--- src/rtl/cpu16_alu_mul_seq_pkg.sv ---
// ----------------------------------------------------------------------------
// cpu16_alu_mul_seq_pkg
// Shared definitions for the sequential 16x16 shift-and-add multiplier.
//   state_t    : FSM state encoding (IDLE / RUN / DONE)
//   MUL_ITER   : number of iterations of a full (non early-exit) multiply
//   CNT_W      : width of the iteration counter
//   add_carry  : carry out of bit 15 rebuilt from adder operands and result,
//                since the shared adder exposes no carry port
// ----------------------------------------------------------------------------
package cpu16_alu_mul_seq_pkg;

  typedef enum logic [1:0] {
    ST_IDLE = 2'd0,
    ST_RUN  = 2'd1,
    ST_DONE = 2'd2
  } state_t;

  localparam int MUL_ITER = 16;
  localparam int CNT_W    = 5;

  // Carry out of a 16-bit add, from the top bits of both operands and sum.
  function automatic logic add_carry(input logic a15, input logic b15,
                                     input logic s15);
    return (a15 & b15) | ((a15 | b15) & ~s15);
  endfunction

endpackage

--- src/rtl/cpu16_alu_add.sv ---
// ----------------------------------------------------------------------------
// cpu16_alu_add
// Combinational 16-bit adder of the cpu16 ALU, modulo 2^16, no carry ports.
//   A, B : operands
//   Y    : (A + B) mod 2^16
// ----------------------------------------------------------------------------
module cpu16_alu_add (
  input  logic [15:0] A,
  input  logic [15:0] B,
  output logic [15:0] Y
);

  assign Y = A + B;

endmodule

--- src/rtl/cpu16_alu_mul_seq.sv ---
// ----------------------------------------------------------------------------
// cpu16_alu_mul_seq
// Sequential 16x16 unsigned shift-and-add multiplier. One iteration per clock,
// using the shared cpu16_alu_add as its only adder. Returns product bits
// [15:0] and a flag that is set when the full product is 2^16 or more.
//   CLK   : clock, rising edge
//   RST   : asynchronous active-high reset
//   START : request a multiply (accepted in IDLE or DONE)
//   A, B  : multiplicand / multiplier, captured on an accepted START
//   BUSY  : high while iterating
//   DONE  : one-cycle pulse when OUT/OVF are updated
//   OUT   : product bits [15:0]
//   OVF   : product >= 2^16
// Parameter EARLY_EXIT: 1 = stop once the remaining multiplier bits are zero.
// ----------------------------------------------------------------------------
module cpu16_alu_mul_seq
  import cpu16_alu_mul_seq_pkg::*;
#(
  parameter bit EARLY_EXIT = 1'b0
) (
  input  logic        CLK,
  input  logic        RST,
  input  logic        START,
  input  logic [15:0] A,
  input  logic [15:0] B,
  output logic        BUSY,
  output logic        DONE,
  output logic [15:0] OUT,
  output logic        OVF
);

  state_t           state;
  logic [15:0]      mcand;
  logic [15:0]      mplier;
  logic [15:0]      acc;
  logic [CNT_W-1:0] cnt;
  logic             lost;
  logic             ovf_acc;

  logic [15:0]      sum;
  logic [15:0]      acc_next;
  logic             ovf_next;
  logic             last_iter;

  cpu16_alu_add u_add (
    .A (acc),
    .B (mcand),
    .Y (sum)
  );

  // Result of the current iteration. Overflow is sticky: an add that carries
  // out, or an add of a multiplicand that has already lost a bit off the top,
  // both mean the true product needs more than 16 bits.
  always_comb begin
    acc_next  = acc;
    ovf_next  = ovf_acc;
    if (mplier[0]) begin
      acc_next = sum;
      if (add_carry(acc[15], mcand[15], sum[15]) || lost) begin
        ovf_next = 1'b1;
      end
    end
    // Early exit looks at the multiplier as it will be after this shift.
    last_iter = (cnt == CNT_W'(MUL_ITER - 1)) ||
                (EARLY_EXIT && (mplier[15:1] == 15'd0));
  end

  always_ff @(posedge CLK or posedge RST) begin
    if (RST) begin
      state   <= ST_IDLE;
      BUSY    <= 1'b0;
      DONE    <= 1'b0;
      OUT     <= 16'd0;
      OVF     <= 1'b0;
      mcand   <= 16'd0;
      mplier  <= 16'd0;
      acc     <= 16'd0;
      cnt     <= '0;
      lost    <= 1'b0;
      ovf_acc <= 1'b0;
    end else begin
      DONE <= 1'b0;
      case (state)
        ST_IDLE, ST_DONE: begin
          if (START) begin
            mcand   <= A;
            mplier  <= B;
            acc     <= 16'd0;
            cnt     <= '0;
            lost    <= 1'b0;
            ovf_acc <= 1'b0;
            BUSY    <= 1'b1;
            state   <= ST_RUN;
          end else begin
            state <= ST_IDLE;
          end
        end
        ST_RUN: begin
          // START is deliberately not looked at here.
          acc     <= acc_next;
          ovf_acc <= ovf_next;
          lost    <= lost | mcand[15];
          mcand   <= {mcand[14:0], 1'b0};
          mplier  <= {1'b0, mplier[15:1]};
          cnt     <= cnt + 1'b1;
          if (last_iter) begin
            state <= ST_DONE;
            BUSY  <= 1'b0;
            DONE  <= 1'b1;
            OUT   <= acc_next;
            OVF   <= ovf_next;
          end
        end
        default: begin
          state <= ST_IDLE;
          BUSY  <= 1'b0;
        end
      endcase
    end
  end

endmodule
--- config.mk ---
export PLATFORM = sky130hd
export DESIGN_NAME = cpu16_alu_mul_seq
export DESIGN_NICKNAME = d
export VERILOG_FILES = /design/src/rtl/cpu16_alu_mul_seq_pkg.sv /design/src/rtl/cpu16_alu_add.sv /design/src/rtl/cpu16_alu_mul_seq.sv
export SDC_FILE = /design/constraint.sdc
export NUM_CORES = 1
export LEC_CHECK = 0
export ABC_AREA = 0
export BUFFER_PORTS_ARGS = -buffer_cell sky130_fd_sc_hd__buf_2
export CAP_MARGIN = 20
export CELL_PAD_IN_SITES_DETAIL_PLACEMENT = 1
export CELL_PAD_IN_SITES_GLOBAL_PLACEMENT = 1
export CORE_ASPECT_RATIO = 1.4
export CORE_MARGIN = 2
export CORE_UTILIZATION = 40
export DETAILED_ROUTE_END_ITERATION = 16
export GPL_ROUTABILITY_DRIVEN = 0
export PLACE_DENSITY = 0.73
export SLEW_MARGIN = 0
export SYNTH_ARGS = -nofsm -noshare
export SYNTH_HDL_FRONTEND = slang
export SYNTH_SLANG_ARGS = --single-unit
export TNS_END_PERCENT = 10
--- constraint.sdc ---
create_clock -name CLK -period 2.8 [get_ports CLK]
set_input_delay 0.56 -clock CLK [delete_from_list [all_inputs] [get_ports CLK]]
set_output_delay 0.56 -clock CLK [all_outputs]
set_load 0.005 [all_outputs]
==> results of run 1 <==
[critical path, stage by stage, from the launching register on]
cell,delay (ns)
dfrtp_1,0.40
ha_1,0.33
a21o_1,0.19
a31o_2,0.23
o21ai_2,0.17
and2_4,0.18
a31oi_2,0.10
a31oi_2,0.22
fa_1,0.45
mux2i_1,0.14
nor2_1,0.06
nor2_1,0.11
[stage by stage]
stage	hold slack, ns	area [um^2]	setup WS [ns]
after global routing	0.360	4650	0.00395
after detailed placement	0.466	4300	-0.0312
final	0.311	4650	0.141
after floorplan	0.446	3870	0.218
after CTS	0.332	4620	0.00868
after global placement	0.454	4300	0.122
[layer usage]
layer / vias up / GRT usage, % / share of wire, %
met3: 29 / 3.75 / 2.8
met5: - / 0 / 0
met1: 1691 / 24.2 / 37
met2: 62 / 41.3 / 56
met4: 0 / 11.5 / 3.9
li1: 1563 / - / -
[registers in the layout, summed over array words and instances (netlist names), 2 cells and up]
signal / count
OUT: 16
acc: 16
cnt: 5
mcand: 16
mplier: 16
state: 2
[cells by family (layout without fill, tap and decap cells)]
group / count (synthesis) / count (layout) / synth area share [%]
flops: 76 / 76 / 49.1
fa+ha+maj: 19 / 19 / 6.53
mux: 10 / 10 / 2.58
xor+xnor: 12 / 12 / 2.71
buf+inv: 33 / 89 / 3.20
compound gates: 109 / 109 / 18.4
simple gates: 156 / 156 / 17.5
[final timing paths]
kind                              to  slack [ns]  cells past startpoint
setup / recovery             OUT[15]        0.14                     11
hold / removal                OUT[3]        0.31                      2
setup reg to reg             OUT[15]        0.14                     11
hold reg to reg                  OVF        0.48                      2
max in group asynchronous  mcand[12]        1.65                      4
min in group CLK           mplier[5]        0.43                      3
[cells in the final DEF, fill, tap and decap left out, types with 2 or more instances in the layout]
cell type  count
nor3_1         5
o21ai_0       31
xnor2_1        9
a21oi_1       19
dfrtp_1       76
a221o_1        2
mux2i_1       10
clkbuf_8       4
clkbuf_16      9
xor2_1         3
a22o_1         3
nand3_1       12
nand2b_1       4
buf_4         11
fa_1           2
a31oi_1        2
nor2b_1        2
a21o_1         3
buf_2         53
a31o_2         9
nor2_1        24
a31oi_2        2
nand4_1        2
nand2_1       87
a22oi_1       28
inv_1          7
ha_1          16
and3_1        13
a21oi_2        2
[where the power goes]
part,leakage (nW),switching (mW),internal (mW)
combinational,1.22,1.59,1.18
clock,0.158,0.454,0.786
sequential,0.957,0.389,1.59
total,2.33,2.44,3.55
[layout make-up]
type                    count  area [um^2]
clock inverters             3         42.5
well taps                 110          138
fillers                  1099         4810
multi-input cells         306         1890
repair buffers             65          368
inverters                   8         30.0
flip-flops and latches     76         1900
clock buffers              13          280
[timing repair]
| item | CTS | global route |
|---|---|---|
| resized for setup | 1 | 7 |
| pin swaps | 0 | 1 |
| endpoints found under the setup margin | 1 | 5 |
==> flow_metrics.tcl, run 1 <==
set metrics [dict create \
    status "finished, final reports clean" \
    cts_tree "built" \
    timing.rr.start "mcand[4]" \
    synth_area_um2 3870 \
    yosys_warnings 0 \
    syn_avg_cell_area_um2 9.33 \
    finalClockSkew_ns 0.00395 \
    initial_utilization_pct 40.9 \
    start_kind "register" \
    worstSetupPathType "register to register" \
    netlist.top_cell.by_area "dfrtp_1" \
    leakage_nw 2.33 \
    numCtsBuffers 9 \
    drt-initial-drc-count 129 \
    viasPerCell 5.76 \
    synth_area_leaders "dfrtp_1, nand2_1, ha_1, a22oi_1, o21ai_0" \
    detail-route-antenna-nets 0 \
    grt.total_usage_pct 22.5 \
    cts_root_buf "clkbuf_16" \
    setup_viol 0 \
    grt_overflow 0 \
    diodes 0 \
    final_max_slew_viol_count 0 \
    power_density_nw_per_um2 1290 \
    max_cap_violations 0 \
    yosysSeqAreaShare_pct 49.1 \
    worst_pin_slew_ns 0.849 \
    power_mw 5.99 \
    post_cts_buffers 0 \
    vias 3345 \
    drt_wl_total_um 10900 \
    cp.arrival_ns 2.93 \
    synth_common_cells "nand2_1, dfrtp_1, o21ai_0" \
    synth_seq_cells 76 \
    rsz0062_at_grt "no" \
    fmax_ghz 0.376 \
    num_rows 42 \
    antenna_found_initial 0 \
    area_delta_synth_final_pct 20.1 \
    max_slew_margin_pct 43.4 \
    end_kind "register" \
    place_inst 565 \
    hold_viol_final 0 \
    synth.most_common_cell "nand2_1" \
    drc 0 \
    drt_first_pass_iters 4 \
    crit_start "mcand[4]" \
    wl_per_cell_um 18.7 \
    synth-async-reset-ratio_pct 100 \
    hold_path_class "input pin to asynchronous set/reset pin" \
    coreArea_um2 9460 \
    grt_pass1_vias 3643 \
    worst-endpoint-required_ns 3.07 \
    ir_worst_vdd_v 0.000471 \
    dieArea_um2 10500 \
    post-route-min-period_ns 2.66 \
    syn_nets 469 \
    clk_pin_slew_ns 0.06 \
    synth_flop_cell "dfrtp_1" \
    fin_util_pct 49.2 \
    synth_cell_types 37 \
    clock_sinks 76 \
    synthCells 415 \
    drive_gt1_share_pct 21.9 \
    instances_no_fill 581 \
    cts.hold.buffers_added 0 \
    io_buffers 53 \
    htree_levels 3 \
    clk-insertion-delay-late_ns 0.34 \
    clockBufferDepth 2 \
    synth-edff-count 0 \
    setup-tns-final_ns 0 \
    grt_max_degree 38 \
    nets 520 \
    finalCritPeriodShare_pct 95.0 \
    hpwl_um 7730 \
    die_h_um 120 \
    grt_pass1_wl_um 18000 \
    yosysTopAreaCellShare_pct 49.1 \
    cp_max_fo 3 \
    dieWidth_um 87.2 \
    io_pins 54 \
]
No activity file was read; power rests on OpenSTA's default activity.
==> inputs of run 2 (changes only) <==
--- a/config.mk
+++ b/config.mk
@@ -15,9 +15,10 @@
 export CORE_UTILIZATION = 40
 export DETAILED_ROUTE_END_ITERATION = 16
 export GPL_ROUTABILITY_DRIVEN = 0
-export PLACE_DENSITY = 0.73
+export PLACE_DENSITY_LB_ADDON = 0.1
 export SLEW_MARGIN = 0
 export SYNTH_ARGS = -nofsm -noshare
 export SYNTH_HDL_FRONTEND = slang
+export SYNTH_HIERARCHICAL = 1
 export SYNTH_SLANG_ARGS = --single-unit
 export TNS_END_PERCENT = 10
==> run 2 against run 1 <==
  * Worst hold slack improved by 0.025 ns
  * Die area rose by 6.4%
  * Utilization fell by 1.4 points
  * Clock power fell by 9%
  * Setup slack got worse by 0.016 ns
  * Total power rose by 4.0%
  * Largest power group unchanged
  * Combinational power rose by 12%
  * First-iteration DRC count fell by 43%
  * Area after synthesis rose by 6.6%
  * Flip-flop and latch count did not move
==> flow_metrics.tcl, run 2 <==
set metrics [dict create \
    cpMostUsedCell "o211ai_1" \
    die_h_um 124 \
    hold_path_class "input pin to asynchronous set/reset pin" \
    grt_overflow 0 \
    final_common_cell "nand2_1" \
    max_slew_margin_pct 41.6 \
    io_pins 54 \
    cpMaxStageDelayCell "or3b_2" \
    synth.most_common_cell "nand2_1" \
    r2r_setup_slack_ns 0.13 \
    r2r-end "OVF" \
    antenna_found_initial 0 \
    crit_chain "ha_1 > and3_1 > nor2b_1 > nand2_1 > o211ai_1 > xnor2_2 > or3b_2 > o211ai_1 > a2bb2oi_1" \
    nets 531 \
    drive_gt1_share_pct 21.3 \
    worstSetupPathType "register to register" \
    fillers 1201 \
    cts.hold.buffers_added 0 \
    post-route-min-period_ns 2.67 \
    grt_max_degree 41 \
    hold_viol_final 0 \
    worst-endpoint-required_ns 3.02 \
    synth_seq_cells 76 \
    rsz0062_at_grt "yes" \
    final_max_slew_viol_count 0 \
    cp.arrival_ns 2.89 \
    yosys_warnings 6 \
    area_delta_synth_final_pct 15.6 \
    power_mw 6.23 \
    dieWidth_um 89.9 \
    setup_viol 0 \
    synth_area_um2 4130 \
    htree_levels 3 \
    setup-tns-final_ns 0 \
    critical-path-max-stage-delay_ns 0.48 \
    dieArea_um2 11200 \
    num_rows 43 \
    synth-async-reset-ratio_pct 100 \
    coreArea_um2 10000 \
    drt_wl_total_um 10000 \
    start_kind "register" \
    clk-insertion-delay-late_ns 0.33 \
    timing.rr.start "acc[13]" \
    finalClockSkew_ns 0.00682 \
    detail-route-antenna-nets 0 \
    viasPerCell 5.36 \
    grt_pass1_wl_um 17100 \
    worst_pin_slew_ns 0.876 \
    hpwl_um 7410 \
    cts_root_buf "clkbuf_16" \
    synth_cell_types 47 \
    grt.total_usage_pct 18.7 \
    drt_first_pass_iters 4 \
    synth_common_cells "nand2_1, dfrtp_1, nand3_1" \
    yosysSeqAreaShare_pct 46.1 \
    numCtsBuffers 9 \
    cp_max_fo 6 \
    status "finished, final reports clean" \
    crit_start "acc[13]" \
    netlist.top_cell.by_area "dfrtp_1" \
    syn_avg_cell_area_um2 9.60 \
    leakage_nw 2.37 \
    finalCritPeriodShare_pct 95.5 \
    diodes 0 \
    wl_per_cell_um 16.2 \
    grt_pass1_vias 3438 \
    vias 3311 \
    rr_worst_depth 9 \
    synth_area_leaders "dfrtp_1, nand2_1, nand3_1, ha_1, mux2i_1" \
    synth-edff-count 0 \
    drc 0 \
    cts_tree "built" \
    synth_flop_cell "dfrtp_1" \
    clk_pin_slew_ns 0.06 \
    syn_nets 483 \
    fmax_ghz 0.374 \
    clockBufferDepth 2 \
    clock_sinks 76 \
    io_buffers 53 \
    synthCells 430 \
    final_cell_mix "nand2_1, dfrtp_1, buf_2" \
    ir_worst_vdd_v 0.000398 \
    max_cap_violations 0 \
    drt-initial-drc-count 74 \
    initial_utilization_pct 41.3 \
    power_density_nw_per_um2 1300 \
    yosysTopAreaCellShare_pct 46.1 \
    end_kind "register" \
]
run 2: cell count changes after synthesis, sizes merged, moves of 4 or more:
cell,previous run,this run
a31o,9,0
and3,13,2
buf,3,25
clkbuf,22,2
mux2i,10,19
nand2,87,91
nand3,12,51
nor2,25,7
run 2: how the worst max path moves through the flow:
stage,end,slack (ns),depth (start not counted)
3_5_place_dp,ovf_acc,0.13,9
4_1_cts,OVF,0.13,9
3_3_place_gp,OUT[10],0.19,9
2_1_floorplan,BUSY,0.30,1
6_report,OVF,0.13,9
5_1_grt,ovf_acc,-0.02,9
run 2: final cells by class:
cell class                      count  area [um^2]  share of cell area (%)
Multi-Input combinational cell    320         2040                    42.7
Clock inverter                      7         66.3                    1.39
Sequential cell                    76         1900                    39.8
Inverter                            7         26.3                   0.550
Clock buffer                        9          225                    4.72
Timing Repair Buffer               64          348                    7.29
Tap cell                          135          169                    3.54
run 2: cell families (layout without fill, tap and decap cells):
logic type | after synthesis | after routing | share of synthesized area, %
flip-flops | 76 | 76 | 46.1
buffers and inverters | 34 | 87 | 5.03
AND/OR/NAND/NOR | 169 | 169 | 18.4
AO/OA/AOI/OAI | 98 | 98 | 16.8
adder cells (fa/ha/maj) | 18 | 18 | 5.64
multiplexers | 20 | 20 | 4.97
XOR/XNOR | 15 | 15 | 3.18
run 2: where the power goes:
group,switching (mW),internal [mW]
registers,0.390,1.60
clock network,0.444,0.686
logic,1.82,1.30
total,2.65,3.58
run 2: metal layers:
metal / up-vias / GRT usage (%) / wire [um]
met5: - / 0 / 0
met4: 0 / 6.79 / 205
met3: 14 / 3.39 / 347
met2: 52 / 31.6 / 4950
met1: 1627 / 24.2 / 4540
li1: 1618 / - / -
run 2: through the flow:
| stage | setup WS (ns) | utilization [%] | std cells | hold slack (ns) | cell area, um^2 |
|---|---|---|---|---|---|
| finish | 0.125 | 47.7 | 618 | 0.336 | 4770 |
| global route | -0.0193 | 47.7 | 618 | 0.371 | 4770 |
| CTS | 0.130 | 47.5 | 618 | 0.355 | 4760 |
| detailed placement | 0.131 | 44.6 | 602 | 0.465 | 4470 |
| global placement | 0.192 | 44.6 | 602 | 0.457 | 4470 |
| floorplan | 0.302 | - | 430 | 0.437 | 4130 |
run 2: timing repair:
item,4_1_cts,5_1_grt
buffers inserted,0,0
endpoints found under the hold margin,0,0
resized for setup,0,4
setup endpoints to repair,0,3
run 2: worst max-delay path, delay by kind of cell, from the launching register on:
family / cells / cell delay [ns]
adder cells (fa/ha/maj): 1 / 0.41
XOR/XNOR: 1 / 0.19
AND/OR/NAND/NOR: 4 / 0.94
AO/OA/AOI/OAI: 3 / 0.60
flip-flops: 1 / 0.41
